$ cat src/rtl/param_stack.sv
// ---------------------------------------------------------------------------
// param_stack -- parameterised LIFO stack with a combinational top-of-stack
// read port.
//
// Optional feature: define STACK_ERR_EN to build the sticky error flags
// (err_clr, ovf, udf). Without it those ports and their logic are absent.
//
// Parameters
//   WIDTH : data word width in bits (>=1)
//   DEPTH : maximum number of stored entries (>=2)
//   CW    : occupancy count width
//
// Ports
//   clk     : clock, rising-edge active
//   rst     : synchronous active-high reset (clears count and flags only)
//   push    : push request; together with pop it replaces the top entry
//   pop     : pop request
//   d_in    : word to push / replace with
//   err_clr : clear sticky error flags                 (STACK_ERR_EN only)
//   ovf     : sticky push-while-full flag              (STACK_ERR_EN only)
//   udf     : sticky pop-while-empty flag              (STACK_ERR_EN only)
//   d_out   : current top-of-stack word, zero when empty
//   tos     : current occupancy count
//   full    : tos == DEPTH
//   empty   : tos == 0
// ---------------------------------------------------------------------------
module param_stack #(
  parameter int WIDTH = 8,
  parameter int DEPTH = 256,
  parameter int CW    = $clog2(DEPTH + 1)
) (
  input  logic             clk,
  input  logic             rst,
  input  logic             push,
  input  logic             pop,
  input  logic [WIDTH-1:0] d_in,
`ifdef STACK_ERR_EN
  input  logic             err_clr,
  output logic             ovf,
  output logic             udf,
`endif
  output logic [WIDTH-1:0] d_out,
  output logic [CW-1:0]    tos,
  output logic             full,
  output logic             empty
);

  localparam int AW = (DEPTH > 1) ? $clog2(DEPTH) : 1;

  logic [WIDTH-1:0] mem_q [DEPTH];
  logic [CW-1:0]    tos_q, tos_d;
  logic             we;
  logic [AW-1:0]    wr_addr;
  logic [AW-1:0]    rd_addr;

  assign full    = (tos_q == CW'(DEPTH));
  assign empty   = (tos_q == '0);
  assign tos     = tos_q;
  assign rd_addr = AW'(tos_q - CW'(1));

  // Top of stack; stale memory left behind by reset stays hidden when empty.
  always_comb begin
    d_out = '0;
    if (!empty) d_out = mem_q[rd_addr];
  end

  // Push+pop on an empty stack degenerates to a plain push; on a non-empty
  // stack it overwrites the top entry in place, even when full.
  always_comb begin
    tos_d   = tos_q;
    we      = 1'b0;
    wr_addr = '0;
    if (push && (!pop || empty)) begin
      if (!full) begin
        we      = 1'b1;
        wr_addr = AW'(tos_q);
        tos_d   = tos_q + CW'(1);
      end
    end else if (push && pop) begin
      we      = 1'b1;
      wr_addr = rd_addr;
    end else if (pop && !empty) begin
      tos_d = tos_q - CW'(1);
    end
  end

  always_ff @(posedge clk) begin
    if (rst) tos_q <= '0;
    else     tos_q <= tos_d;
  end

  // Storage is deliberately not reset; only the write is blocked during reset.
  always_ff @(posedge clk) begin
    if (we && !rst) mem_q[wr_addr] <= d_in;
  end

`ifdef STACK_ERR_EN
  logic ovf_q, ovf_d;
  logic udf_q, udf_d;

  // A new error event in the same cycle as err_clr keeps the flag set.
  always_comb begin
    ovf_d = (push && !pop && full)  || (ovf_q && !err_clr);
    udf_d = (pop && !push && empty) || (udf_q && !err_clr);
  end

  always_ff @(posedge clk) begin
    if (rst) begin
      ovf_q <= 1'b0;
      udf_q <= 1'b0;
    end else begin
      ovf_q <= ovf_d;
      udf_q <= udf_d;
    end
  end

  assign ovf = ovf_q;
  assign udf = udf_q;
`endif

endmodule

$ cat config.mk
export PLATFORM = sky130hd
export DESIGN_NAME = param_stack
export DESIGN_NICKNAME = d
export VERILOG_FILES = /design/src/rtl/param_stack.sv
export SDC_FILE = /design/constraint.sdc
export NUM_CORES = 2
export LEC_CHECK = 0
export BUFFER_PORTS_ARGS = -buffer_cell sky130_fd_sc_hd__buf_4
export CORE_MARGIN = 4
export CORE_UTILIZATION = 45
export DETAILED_ROUTE_END_ITERATION = 12
export MAX_ROUTING_LAYER = met4
export PLACE_DENSITY_LB_ADDON = 0.3
export SYNTH_ARGS = -nofsm -noshare
export SYNTH_HDL_FRONTEND = slang
export SYNTH_SLANG_ARGS = --single-unit
$ cat constraint.sdc
create_clock -name clk -period 6.61 [get_ports clk]
set_input_delay 0.9915 -clock clk [delete_from_list [all_inputs] [get_ports clk]]
set_output_delay 0.9915 -clock clk [all_outputs]
set_load 0.02 [all_outputs]
[After elaboration in Yosys (flattened, before gate mapping)]
Memories as Yosys holds them, arrays and structs flattened.
Cells that the tools add are included.
Operators by class
  $add $sub $neg: 2
  $mul: 0
  divide/modulo/power cells: 0
  order comparisons: 0
  equality and inequality tests: 3
  shift operators: 0
  multiplexer cells: 13
  bitwise gates (word level): 0
  reduce and logical (&&, ||, !) cells: 11
Operator list (count)
  $mux W9: 4
  $mux W8: 4
  $add A9 B1 Y9 const B: 1
  $eq A9 B9 Y1 const B: 1
  $logic_not A9 Y1: 1
  $sub A9 B1 Y9 const B: 1
  $mux W1: 5
  $logic_and A1 B1 Y1: 4
  $ne A2 B2 Y1 const B: 2
  $logic_not A1 Y1: 3
  $reduce_and A3 Y1: 1
  $reduce_bool A2 Y1: 1
  $logic_or A1 B1 Y1: 1
Storage, ports and cells
  flip-flop bits (word level): 9
  latch bits: 0
  memory bits (writable): 2048
  memory bits (read-only): 0
  input bits: 12
  output and inout bits: 19
  logic and storage cells: 31
  memories: 1
Memories
  mem_q: depth 256, bits a word 8, rd ports 1, clocked after Yosys merged registers in 0, wr ports 1, RTL line 50  | logic [WIDTH-1:0] mem_q [DEPTH];

[Depth between registers and ports, before layout]
  word-level depth: 7
  gate-level depth with buffers: 18
  depth with buffers taken out: 9

[Worst setup path after synthesis]
No wires, ideal clock.
  kind: reg-to-output
  start: register tos_q[0], in the netlist tos[0]
  end: output port d_out[3]
  arrival: 4206 ps
  required time: 5618 ps
  path slack: 1413 ps
  cell stages (with the launch flop): 17
  buffers on the path: 8
  path through: dfxtp_1 > buf_6 > buf_4 > buf_2 > clkinv_1 > buf_1 > ha_1 > buf_2 > buf_2 > buf_1 > clkbuf_1 > mux4_2 > nand2_1 > nand3_1 > a311oi_1 > nor3_1 > a211o_1
Between the ends
  cells in the longest elaborated chain, start to end: 3
  elaborated cells between the ends (all ways): 4
  those cells by class: 1 x add/sub; 1 x mux; 1 x reduce/logical; 1 x memory
RTL lines
  start: declaration: RTL line 51  | logic [CW-1:0] tos_q, tos_d;
  start signal: assignment: RTL line 89  | else tos_q <= tos_d;
  $sub A9 B1 Y9
  $mem_v2 Z256 W8
  $mux W8 *: RTL line 64  | if (!empty) d_out = mem_q[rd_addr];
  end: declaration: RTL line 42  | output logic [WIDTH-1:0] d_out,
Mark *: on every way between the ends. The rest lies on a longest branch, timed or not.

[Worst setup path after layout]
  start: register tos_q[0], in the netlist tos[0]
  end: output port d_out[5]
Same word-level chain as after synthesis.

==> reports/qor.yml <==
placed_design:
  dp_hpwl_um: 119000
  dp_slack_ps: 957
  dpl_cell_area_mm2: 0.0844
  port_buffers: 30
  dp.cells: 6248
  gp_congestion: 0.939
clocking:
  clkLatencyLatePin_ps: 830
  cts_buffer_depth: 3
  cts_resized: 0
  cts_hold_repair.buffers: 0
  cts_tree: "yes"
  cts_root_buf: "clkbuf_16"
  clkSinkCount: 2057
  cts_buffers: 203
  postCtsSetupRepairBufs: 0
  h-tree-depth: 4
  clkSlewWorstSetupHoldPaths_ps: 60
logic_synthesis:
  yosysWarnings: 0
  synth_common_cells: "edfxtp_1 (2048), mux4_2 (544), nand2_1 (382)"
  synth.distinct_cells: 74
  async_flop_share_pct: 0
  yosysMostFrequentCell: "edfxtp_1"
  yosys.area.top_type: "edfxtp_1"
  syn_inst: 4000
  synth_area_per_cell_um2: 20.3
  seq_area_frac_synth_pct: 75.9
  synth-seq-cells: 2057
  yosysTopAreaCellShare_pct: 75.7
  synth_top_cells_by_area: "edfxtp_1 (76%), mux4_2 (15%), nand2_1 (1.8%), nor2_1 (1.1%), buf_2 (0.57%)"
  synth-edff-count: 2048
  syn_nets: 4014
  ys.flop_type: "edfxtp_1"
  syn-cell-area_mm2: 0.0812
run_status:
  outcome: "complete, no violations"
sta:
  fin_crit_ps: 6500
  fin_worst_skew_ps: 30.2
  whs_ps: 420
  finalWorstSetupSlack_ps: 105
  drv_slew: 0
  max_clock_freq_mhz: 154
  relSlewSlack_pct: 17.5
  tns_ps: 0
  worst_pin_slew_ps: 1230
  setup_viol: 0
  hold_viol_final: 0
  rsz0062_at_grt: "no"
  fin_crit_sh_pct: 98.4
floorplanning:
  start_util_pct: 45.4
  ios: 31
  die_area_mm2: 0.187
  die_height_um: 433
  core_area_mm2: 0.179
  fp.dieW_um: 433
  rows: 155
power_and_ir_drop:
  power.internal_mw: 26.3
  switching_share_pct: 36.6
  power.density_mw_per_mm2: 456
  vdd_ir_drop_max_mv: 0.498
  p_seq_share_pct: 35.1
  power_switching_mw: 15.2
  power_mw: 41.5
  p_leak_nw: 27.7
  clockPowerShare_pct: 26.9
  p_comb_share_pct: 37.9
critical_path:
  rr_startpoint: "tos[0]$_SDFFE_PP0P_"
  critical_path.cell_chain: "or3_1, xnor2_4, buf_4, nand3_1, nand3_1, o21ai_0, a21oi_1, o221ai_1, buf_4"
  crit_family: "compound AO/OA/AOI/OAI gates"
  worstPathArrival_ps: 5510
  path_max_fanout: 33
  path_class: "register to primary output"
  start_kind: "register"
  startpoint: "tos[0]$_SDFFE_PP0P_"
  critPathBufInv: 2
  max_stage_delay_ps: 960
  cp.depth: 9
  slowest_stage: "xnor2_4"
  setup.worst_path.end_class: "primary output"
  r2r_cells: 10
  crit_required_ps: 5620
routing:
  dr_total_vias: 40200
  via_per_inst: 6.07
  wl_per_cell_um: 30.1
  wirelength_um: 200000
  firstDrtPassIters: 7
  ant_nets: 0
  drc: 0
  drtIter0Drc: 5287
cells_and_area:
  final_cells: 6625
  area_growth_syn_to_layout_pct: 11.8
  nFillCells: 14100
  finalInstanceArea_mm2: 0.0908
  regArea_mm2: 0.0617
  drive_gt1_share_pct: 25.4
  fin_util_pct: 50.7
  multi_input_area_mm2: 0.0184
  fin_nets: 4113
run:
  drv_cap: 0
global_route:
  grt_overflow: 0
  grt_pass1_wl_um: 292000
  grt_max_degree: 153
  grt_use_total_pct: 22.2
  antenna_found_initial: 2
  first_global_vias: 40000
min_path:
  hp-start: "rst"
  hold_depth: 2
  hp-class: "input port to register"
[power by group through the flow]
stage,clock network (mW),registers (mW),logic [mW]
floorplan,0,14.8,9.34
global placement,0,14.9,15.6
detailed placement,0,14.9,15.6
CTS,11.3,14.6,15.6
global route,11.9,14.6,16.4
finish,11.2,14.6,15.7
[registers in the layout (all words and copies together), names as in the netlist]
name   count
mem_q   2048
tos        9
[layout make-up]
cell class	instances	area share, %
inverters	10	0.0413
repair buffers	136	1.51
clock inverters	124	1.27
flip-flops and latches	2057	67.9
clock buffers	250	5.81
diodes	2	0.00551
well taps	2355	3.24
multi-input cells	1691	20.2
[cell usage in the layout (no fill, tap or decap), drive strengths merged, types with 3 or more instances in the layout]
master and instances:
a22oi 3, inv 17, bufinv 14, buf 135, a2111o 3, mux2i 20, mux4 544, a21oi 60
a211o 5, o21ai 33, edfxtp 2048, nand2 394, a31oi 22, clkinvlp 5, or2 4, and3 38
nor4 5, nor2 300, a32oi 4, nand3 98, clkinv 98, or3 11, o32ai 8, dfxtp 9
and2 4, o22ai 15, clkbuf 251, nor3 25, o31ai 5, a311oi 37, a2111oi 4, nand4 5
o221ai 4, xnor2 12
[worst paths after layout]
kind                             end  slack (ps)
min reg2reg      tos[8]$_SDFFE_PP0P_         610
max                         d_out[5]         110
max reg2reg  mem_q[225][5]$_DFFE_PP_        1010
min              tos[3]$_SDFFE_PP0P_         420
[kinds of logic after synthesis]
group           share of synthesized area [%]
xor+xnor                                0.179
mux                                      15.3
simple gates                             4.95
buf+inv                                  1.57
fa+ha+maj                              0.0308
flops                                    75.9
compound gates                           1.99
[routing by layer]
metal  GRT usage (%)  wire, µm  vias to the layer above
li1                -         -                    16600
met1            31.6     82600                    21500
met2            32.7     94300                     1858
met3            4.15     16500                      331
met4            6.97      6400                        0
met5               -         0                        -
[worst reg2reg max path, stage by stage, from the launching register on]
cell and delay, ps:
dfxtp_4 480, clkinv_1 150, ha_4 270, or3b_2 560
o311ai_4 820, nor2_1 170, o21ai_2 240, and2_1 360
nand3_1 950, buf_4 560, nor2_1 680
Power figures use the tool's default switching activity.
